### src/rtl/eq_gain_loader.sv
// Writer side of the equalizer gain vector: band writes land in a shadow bank, and a commit
// copies the whole bank into the active gains on the next frame-boundary strobe.
module eq_gain_loader #(
    parameter int unsigned                FILTER_NUM   = 8,
    parameter int unsigned                GAIN_BIT     = 32,
    parameter int unsigned                IDX_BIT      = 3,
    parameter logic signed [GAIN_BIT-1:0] DEFAULT_GAIN = 32'sh0001_0000,
    parameter int unsigned                TIMEOUT_CYC  = 64,
    parameter int unsigned                TMO_BIT      = 7
) (
    input  logic                           clk,
    input  logic                           rst,
    input  logic                           wr_valid,
    output logic                           wr_ready,
    input  logic [IDX_BIT-1:0]             wr_idx,
    input  logic [GAIN_BIT-1:0]            wr_gain,
    input  logic                           clear_all,
    input  logic                           commit,
    input  logic                           calculated,
    output logic [GAIN_BIT*FILTER_NUM-1:0] gain,
    output logic                           shadow_dirty,
    output logic                           commit_pending,
    output logic                           apply_done,
    output logic                           apply_timeout,
    output logic                           err_idx
);

    typedef enum logic [0:0] {StIdle, StPending} state_e;

    state_e                                 state_q, state_d;
    logic [FILTER_NUM-1:0][GAIN_BIT-1:0]    shadow_q, shadow_d;
    logic [FILTER_NUM-1:0][GAIN_BIT-1:0]    active_q, active_d;
    logic                                   dirty_q, dirty_d;
    logic                                   done_q, done_d;
    logic                                   tmo_q, tmo_d;
    logic                                   err_q, err_d;
    logic [TMO_BIT-1:0]                     wdog_q, wdog_d;

    logic        wr_accept;
    logic        idx_ok;
    logic        wdog_expired;
    logic [31:0] idx_ext;

    assign wr_ready       = (state_q == StIdle);
    assign commit_pending = (state_q == StPending);
    assign wr_accept      = wr_valid && wr_ready;
    assign idx_ext        = 32'(wr_idx);
    assign idx_ok         = (idx_ext < FILTER_NUM);
    assign wdog_expired   = (wdog_q == TMO_BIT'(TIMEOUT_CYC - 1));

    assign gain          = active_q;
    assign shadow_dirty  = dirty_q;
    assign apply_done    = done_q;
    assign apply_timeout = tmo_q;
    assign err_idx       = err_q;

    always_comb begin
        state_d  = state_q;
        shadow_d = shadow_q;
        active_d = active_q;
        dirty_d  = dirty_q;
        done_d   = 1'b0;
        tmo_d    = 1'b0;
        err_d    = 1'b0;
        wdog_d   = wdog_q;

        unique case (state_q)
            StIdle: begin
                // Clear wins over a same-cycle write; the write is silently dropped.
                if (clear_all) begin
                    for (int i = 0; i < FILTER_NUM; i++) begin
                        shadow_d[i] = DEFAULT_GAIN;
                    end
                    dirty_d = 1'b1;
                end else if (wr_accept) begin
                    if (idx_ok) begin
                        for (int i = 0; i < FILTER_NUM; i++) begin
                            if (idx_ext == 32'(i)) begin
                                shadow_d[i] = wr_gain;
                            end
                        end
                        dirty_d = 1'b1;
                    end else begin
                        err_d = 1'b1;
                    end
                end
                if (commit) begin
                    state_d = StPending;
                    wdog_d  = '0;
                end
            end
            StPending: begin
                // Shadow is frozen while pending, so the copy sees the committed set.
                if (calculated || wdog_expired) begin
                    active_d = shadow_q;
                    dirty_d  = 1'b0;
                    done_d   = 1'b1;
                    tmo_d    = ~calculated;
                    state_d  = StIdle;
                end else begin
                    wdog_d = wdog_q + 1'b1;
                end
            end
            default: state_d = StIdle;
        endcase
    end

    always_ff @(posedge clk) begin
        if (rst) begin
            state_q <= StIdle;
            for (int i = 0; i < FILTER_NUM; i++) begin
                shadow_q[i] <= DEFAULT_GAIN;
                active_q[i] <= DEFAULT_GAIN;
            end
            dirty_q <= 1'b0;
            done_q  <= 1'b0;
            tmo_q   <= 1'b0;
            err_q   <= 1'b0;
            wdog_q  <= '0;
        end else begin
            state_q  <= state_d;
            shadow_q <= shadow_d;
            active_q <= active_d;
            dirty_q  <= dirty_d;
            done_q   <= done_d;
            tmo_q    <= tmo_d;
            err_q    <= err_d;
            wdog_q   <= wdog_d;
        end
    end

endmodule

### config.mk
export PLATFORM = sky130hd
export DESIGN_NAME = eq_gain_loader
export DESIGN_NICKNAME = d
export VERILOG_FILES = /design/src/rtl/eq_gain_loader.sv
export SDC_FILE = /design/constraint.sdc
export NUM_CORES = 1
export LEC_CHECK = 0
export CORE_AREA = 2 2 260 262
export DETAILED_ROUTE_END_ITERATION = 8
export DIE_AREA = 0 0 262 264
export DONT_BUFFER_PORTS = 1
export HOLD_SLACK_MARGIN = 0.12
export PLACE_DENSITY_LB_ADDON = 0.12
export SYNTH_ARGS = -nofsm -noshare
export SYNTH_HDL_FRONTEND = slang
export SYNTH_SLANG_ARGS = --single-unit
### constraint.sdc
create_clock -name clk -period 3.75 [get_ports clk]
set_input_delay 0.375 -clock clk [delete_from_list [all_inputs] [get_ports clk]]
set_output_delay 0.375 -clock clk [all_outputs]
set_load 0.02 [all_outputs]
==> run metrics, run 1 <==
register area share after synthesis=56.7%; Slew HR=between 20 and 25%; Synth Warn #=0; ys async rst share=0%; number of global-route vias before repair=14751; initial antenna violation count=2; Final Skew=0.0296 ns; GPL Wtd Cong=0.723; final WL=around 60000 um; post-synthesis area per instance=8.91 um^2; FF+latch count, synth=523; Max rail drop VDD=0.408 mV; clk sinks=523; Die Ht=264 um; Yosys cell types=44; highest clock rate=322 MHz; pre-CTS WS=1.29 ns; final worst slack=0.644 ns; fin nets=2259; Tightest Hold Check Type=in -> reg; Top FF cell, synth=dfxtp_1; GRT Total Usage=between 15 and 20%; global-route wire length before repair=91200 um; Post-Syn Area=18500 um^2; WS Path Type=reg -> reg; DRT antenna net count=0; core area=66600 um^2; largest net degree at the start of global routing=about 300; worst path arrival time=3.61 ns; P_leak=0.00831 uW; root buffer cell=clkbuf_16; Iteration-0 DRC Markers=just over 900; Hold Path Cell Cnt=3; Synth area leaders=dfxtp_1, nand2_1, nand3b_1, a21oi_1, o21ai_0; H-tree depth=2; Power per Cell Area=about 530 nW/um^2; first-pass detailed-route iteration total=5; Initial Utilization=between 20% and 30%; Post-synth EDFFs=0; row count=95; RSZ-0062 raised after global routing=false; DIE WIDTH=262 um; final hold violations=0; minimum clock period=3.11 ns; top-count cell post-synth=nand2_1; Vias=between 10000 and 15000; Worst Path Required=4.26 ns; share of layout cells above drive strength 1=5.58%; CP Max Fanout=23; leading area contributor after synthesis=dfxtp_1; Final TNS setup=0 ns; antenna fix cells=0; area grow syn2layout=25.4%; Die ar.=69200 um^2; final setup fails=0; Tcrit/Tclk final=82.8%; Post-Synthesis Cells=2070; HPWL Detailed=34800 um; Setup Fix Bufs, Post-CTS=0; Avg Vias per Cell=~4.8; Longest Clk Path Bufs=3; I/O pins=303; Remaining DRCs=0; CTS tree=built; status=complete, no violations; Post-Syn Nets=2112; top cell type's share of synthesized area=56.7%; Slew @ Worst Pin=1.17 ns; most common library cells after synthesis=nand2_1, dfxtp_1, a21oi_1; crit start category=register; maxcap violations=0; Overflow after GRT=0; TritonCTS buffer count=58; clock-pin slew on the worst setup and hold paths=roughly 0.060 ns; # port buffers=0; Critical Path Sink Type=register; max-slew violations=0; r2r worst-path depth=6; WL/cell=19.3 um; Clock Latency Late Sink=0.62 ns
-- sequential cells by signal, summed over array words and instances (netlist names) --
signal	cells
apply_done	1
apply_timeout	1
commit_pending	1
gain	256
shadow_dirty	1
shadow_q	256
wdog_q	7
-- layer usage --
metal	GRT usage, %	routed length, um	up-vias
li1	-	-	7302
met2	29.9	30200	291
met4	5.10	1590	2
met3	4.40	3700	93
met5	0	19	-
met1	20.2	24900	7235
-- report_power, final --
part | total, uW | internal (uW) | switching [uW]
clock network | 5840 | 3510 | 2330
logic | 608 | 188 | 420
registers | 5850 | 5720 | 131
-- final timing paths --
path | startpoint | end | slack, ns
setup reg to reg | commit_pending | shadow_q[80] | 0.64
hold reg to reg | shadow_q[243] | gain[243] | 0.44
hold / removal | clear_all | shadow_q[240] | 0.15
setup / recovery | commit_pending | shadow_q[80] | 0.64
-- cell families after synthesis --
logic type | share of synthesized area [%]
other | 0.0203
AO/OA/AOI/OAI | 15.1
AND/OR/NAND/NOR | 22.9
flip-flops | 56.7
buffers and inverters | 5.13
adder cells (fa/ha/maj) | 0.0678
-- placed cells by master (no fill, tap or decap), types with 2 or more instances in the layout --
cell	count
and4bb_2	3
a31oi_1	2
o21ai_1	35
o21ai_0	231
nor2_1	14
bufinv_16	6
buf_12	4
nand3b_1	248
nand2_1	531
clkinv_2	12
dfxtp_1	523
nor3_1	18
nand4b_1	2
clkbuf_16	59
nor4b_1	2
a21oi_1	252
dlygate4sd3_1	237
nand3_1	7
clkbuf_1	11
nand2b_1	2
and4b_1	3
o21ai_4	7
clkbuf_8	12
buf_4	14
-- through the flow --
stage          utilization [%]  hold slack (ns)  std cells  total power (uW)  cell area (um^2)
6_report                  34.8            0.149       3132             12300             23100
5_1_grt                   34.8            0.169       3132             12800             23100
4_1_cts                   34.8            0.120       3132             12500             23100
3_5_place_dp              28.2            0.443       2792              6490             18800
3_3_place_gp              28.2            0.438       2792              6480             18800
2_1_floorplan                -            0.419       2070              6390             18500
-- critical path: stages (launching register included) --
cell           delay (ns)
dfxtp_1              0.43
inv_1                0.74
o21ai_4              0.41
o21ai_1              0.17
dlygate4sd3_1        0.56
o21ai_0              0.07
dlygate4sd3_1        0.59
-- repair_timing --
item                      CTS  global route
hold buffers              238             0
gates resized for setup     0             0
hold endpoints to repair  523             0
-- layout make-up --
class,count,area [um^2]
well taps,873,1090
repair buffers,256,2580
clock buffers,82,1680
multi-input cells,1377,7040
flip-flops and latches,523,10500
inverters,1,3.75
clock inverters,20,256
fillers,6966,43400
No activity file was read; power rests on OpenSTA's default activity.
==> run 2: changes to the inputs <==
- ABC_AREA: not set -> 1
- clock period: 3.75 -> 2.7 ns (I/O delays scaled with it)
==> run 2 against run 1 <==
  * Register-to-register slack got worse by 0.13 ns
  * Count of clock-buffer cells in the layout rose by 8
  * Total power rose by 44%
  * Wire length rose by 16%
  * Global-route usage rose by 2.7 points
  * Die area did not move
  * Final area fell by 8.4%
  * Sequential share of layout area rose by 4.1 points
  * Critical path depth rose by 1
==> run metrics, run 2 <==
maxcap violations=0; I/O pins=a little over 300; Multi-input gate area=6900 um^2; DRT antenna net count=0; global-route wire length before repair=100000 um; number of global-route vias before repair=14337; mux cell area share after synthesis=0%; hold_sp=wr_gain[20]; Yosys cell types=25; Avg Vias per Cell=4.67; Clock Latency Late Sink=0.63 ns; crit-path max cell delay=0.87 ns; clk sinks=approximately 520; P_leak=0.00919 uW; Vias=15178; Overflow after GRT=0; post-synthesis compound-gate area fraction=between 7 and 8%; adder-cell area share of the yosys netlist=less than 1%; Die ar.=69200 um^2; Power per Cell Area=836 nW/um^2; CTS tree=built; Max rail drop VDD=between 0.5 and 0.6 mV; Seq. cell area=10500 um^2; Post-Syn Nets=2427; area grow syn2layout=15.1%; Final TNS setup=0 ns; DIE WIDTH=between 200 and 300 um; main combinational cell family by area after synthesis=simple AND/OR/NAND/NOR gates; minimum clock period=2.23 ns; CP dominant cell by count=nand2_1; Post-Synth XOR/XNOR Area=0%; commonest non-fill, non-tap cell in the layout=nand2_1; worst path arrival time=between 2 and 3 ns; r2r worst-path depth=10; Worst Path Required=3.24 ns; post-route cell area=21200 um^2; root buffer cell=clkbuf_16; WS Path Type=in -> reg; clock-pin slew on the worst setup and hold paths=0.06 ns; Longest Clk Path Bufs=3; post-synthesis area per instance=roughly 7.7 um^2; first-pass detailed-route iteration total=5; top cell type's share of synthesized area=56.9%; WL/cell=21.6 um; Remaining DRCs=0; final hold violations=0; Post-synth EDFFs=0; Worst Setup SP=clear_all; Tightest Hold Check Type=in -> reg; max-slew violations=0; HPWL Detailed=roughly 40000 um; row count=95; RSZ-0062 raised after global routing=false; fin nets=2370; Fillers=7099; largest net degree at the start of global routing=149; Setup Fix Bufs, Post-CTS=0; initial antenna violation count=5; most frequent cells in the layout=nand2_1, dfxtp_1, nor2_1, nand3_1, o21ai_0; register area share after synthesis=56.9%; GRT Total Usage=19.8%; status=complete, no violations; Hold Path Cell Cnt=5; # port buffers=0; Placed Area=19100 um^2; Synth area leaders=dfxtp_1, nand2_1, nand3_1, nor2_1, o21ai_0; ys async rst share=0%; GPL Wtd Cong=between 0.7 and 0.8; Slew @ Worst Pin=1.17 ns; FF+latch count, synth=~520; CP Max Fanout=33; Die Ht=264 um; Critical R2R Launch=wdog_q[0]; Slew HR=between 20% and 30%; most common library cells after synthesis=nand2_1, dfxtp_1, nor2_1; final setup fails=0; Critical Path Sink Type=register; Final Skew=approximately 0.018 ns; TritonCTS buffer count=between 50 and 60; Iteration-0 DRC Markers=920; final WL=70200 um; Crit-path slowest cell=inv_1; core area=66600 um^2; top-count cell post-synth=nand2_1; H-tree depth=2; share of layout cells above drive strength 1=roughly 6.2%; Synth Warn #=0; Top FF cell, synth=dfxtp_1; Post-Synthesis Cells=2385; leading area contributor after synthesis=dfxtp_1; crit start category=input pin; CP cell instances=dlygate4sd3_1 -> nor2_1 -> nor2_4 -> nand2_1 -> inv_1 -> nand2_1 -> a21oi_1; Initial Utilization=27.7%; highest clock rate=449 MHz; simple-gate area share of the yosys netlist=between 20% and 30%; Tcrit/Tclk final=82.5%; Post-Syn Area=18400 um^2
[run 2: routing by layer]
metal / part of all wire [%] / vias up / track usage, % / wire length, um
li1: - / 7486 / - / -
met3: 8.0 / 85 / 5.85 / 5620
met2: 48 / 425 / 33.1 / 33700
met4: 2.1 / 0 / 4.98 / 1470
met1: 42 / 7182 / 24.7 / 29400
met5: 0 / - / 0 / 0
[run 2: cell type report]
cell class / count / area share, %
clock buffer: 90 / 8.52
multi-input combinational: 1641 / 32.6
inverter: 55 / 1.01
tap: 873 / 5.15
antenna: 1 / 0.0118
clock inverter: 17 / 0.756
timing repair buffer: 49 / 2.56
sequential: 523 / 49.4
[run 2: timing repair]
| item | CTS | global route |
|---|---|---|
| hold buffers | 8 | 0 |
| resized for setup | 0 | 0 |
| endpoints found under the hold margin | 223 | 0 |
[run 2: path summary, 6_finish.rpt]
path,to,slack (ns)
setup / recovery,shadow_q[122],0.47
hold / removal,shadow_q[212],0.14
setup reg to reg,gain[48],0.51
hold reg to reg,gain[65],0.44
[run 2: logic make-up (layout without fill, tap and decap cells)]
| group | count (synthesis) | count (layout) |
|---|---|---|
| AO/OA/AOI/OAI | 271 | 271 |
| adder cells (fa/ha/maj) | 1 | 1 |
| AND/OR/NAND/NOR | 1368 | 1368 |
| buffers and inverters | 221 | 211 |
| other | 1 | 2 |
| flip-flops | 523 | 523 |
[run 2: report_power, final]
part / internal [uW] / switching (uW) / total [uW]
clock network: 4850 / 3300 / 8140
logic: 313 / 937 / 1250
registers: 8040 / 269 / 8310
[run 2: critical path, delay by kind of cell]
family | cells | cell delay [ns]
compound gates | 1 | 0.16
simple gates | 4 | 0.72
buf+inv | 2 | 1.58
[run 2: through the flow]
step	power, uW	utilization, %	hold WS (ns)	instances	worst slack (ns)
4_1_cts	18000	31.8	0.124	3248	0.470
6_report	17700	31.8	0.141	3249	0.472
3_5_place_dp	9710	28.7	0.381	3133	0.471
5_1_grt	18400	31.8	0.156	3248	0.282
3_3_place_gp	9690	28.7	0.379	3133	0.490
2_1_floorplan	9220	-	0.419	2385	1.08
==> run 3: changes to the inputs <==
- clock period: 2.7 -> 2.1 ns (I/O delays scaled with it)
==> run 3 against run 2 <==
  * Final cell count up 3.1%
  * Flip-flop and latch count unchanged
  * Non-clock buffer count up 98
  * Clock power up 33%
  * Count of clock-buffer cells in the layout up 1
  * Critical endpoint is now shadow_q[56]
  * Combinational power up 43%
  * Global-route usage up 0.12 points
  * Utilization up 1.7 points
  * Final area up 5.3%
  * Via count up 2.5%
  * Sequential power up 29%
  * Worst hold slack better by 0.039 ns
==> run metrics, run 3 (synthesized netlist as in run 2, its figures left out) <==
Remaining DRCs=0; Overflow after GRT=0; CP cell instances=dlygate4sd3_1 -> nor2_2 -> nor2_4 -> nand2_1 -> buf_6 -> nand2_1 -> a21oi_1 -> dlygate4sd3_1; Placed Area=a little under 20000 um^2; clock-pin slew on the worst setup and hold paths=0.06 ns; Final Skew=0.0126 ns; Fillers=7114; Power per Cell Area=between 1000 and 1500 nW/um^2; max-slew violations=0; CTS tree=built; Final Power=between 20000 and 25000 uW; Vias=15556; Clock Latency Late Sink=0.61 ns; Slew HR=60.3%; Critical R2R Launch=commit_pending; most frequent cells in the layout=nand2_1, dfxtp_1, nor2_1, nand3_1, o21ai_0; largest net degree at the start of global routing=104; core area=66600 um^2; CP Max Fanout=32; row count=95; root buffer cell=clkbuf_16; Critical Path Sink Type=register; hold_sp=wr_idx[1]; minimum clock period=1.99 ns; initial antenna violation count=2; final WL=roughly 70000 um; Iteration-0 DRC Markers=1115; GPL Wtd Cong=0.788; H-tree depth=2; P_leak=0.00978 uW; Initial Utilization=roughly 28%; crit-path max cell delay=approximately 0.62 ns; post-route cell area=22300 um^2; Die Ht=264 um; crit start category=input pin; DRT antenna net count=0; worst path arrival time=around 2.6 ns; WS Path Type=in -> reg; DIE WIDTH=262 um; final hold violations=0; Worst Setup SP=clear_all; area grow syn2layout=21.3%; Avg Vias per Cell=~4.6; GRT Total Usage=19.9%; WL/cell=21.1 um; Tcrit/Tclk final=94.6%; commonest non-fill, non-tap cell in the layout=nand2_1; fin nets=2469; first-pass detailed-route iteration total=5; share of layout cells above drive strength 1=8.20%; global-route wire length before repair=101000 um; Worst Path Required=2.66 ns; # port buffers=0; Longest Clk Path Bufs=3; Max rail drop VDD=a little over 0.6 mV; maxcap violations=0; final setup fails=0; highest clock rate=503 MHz; Crit-path slowest cell=dlygate4sd3_1; Die ar.=roughly 69000 um^2; status=complete, no violations; HPWL Detailed=43100 um; Slew @ Worst Pin=0.594 ns; number of global-route vias before repair=14618; R2R Setup Slk=roughly 0.12 ns; I/O pins=303; Tightest Hold Check Type=in -> reg; clk sinks=523; TritonCTS buffer count=59
run 3: repair_timing:
item / in CTS / in global routing
setup endpoints to repair: 0 / 147
hold buffers: 58 / 0
hold endpoints to repair: 286 / 0
resized for setup: 0 / 12
buffers inserted: 0 / 4
run 3: cell type report:
| class | instances | area, um^2 | share of cell area (%) |
|---|---|---|---|
| flip-flops and latches | 523 | 10500 | 46.9 |
| multi-input cells | 1641 | 6910 | 30.9 |
| clock buffers | 91 | 1830 | 8.19 |
| repair buffers | 147 | 1590 | 7.12 |
| well taps | 873 | 1090 | 4.89 |
| inverters | 55 | 218 | 0.975 |
| clock inverters | 20 | 213 | 0.953 |
| diodes | 1 | 2.50 | 0.0112 |
run 3: where the power goes:
group          internal, uW  switching (uW)
clock                  6460            4290
sequential            10300             345
combinational           554            1240
total                 17400            5880
run 3: critical path: cells and delay by family:
family                 cells  cell delay (ns)
AO/OA/AOI/OAI              1             0.18
buffers and inverters      3             1.47
AND/OR/NAND/NOR            4             0.67
run 3: stage by stage:
step                hold slack, ns  cells   TNS, ns  utilization [%]  setup slack, ns
detailed placement           0.311   3175         0             29.4            0.118
global route                 0.162   3350  -0.00109             33.5         -0.00109
floorplan                    0.376   2385         0                -            0.477
finish                       0.181   3351         0             33.5            0.112
global placement             0.306   3175         0             29.4            0.138
CTS                          0.139   3344         0             33.3           0.0251
run 3: routing by layer:
metal  share of wire [%]  GRT usage (%)  up-vias
met5                   0              0        -
met1                  43           25.7     7410
met2                  48           32.9      389
met3                 6.8           5.02       81
li1                    -              -     7676
met4                 2.3           5.28        0
run 3: worst paths after layout:
check                    to  depth (start not counted)
max reg2reg  commit_pending                          5
max            shadow_q[56]                          8
min reg2reg       gain[253]                          2
min           shadow_q[254]                          6
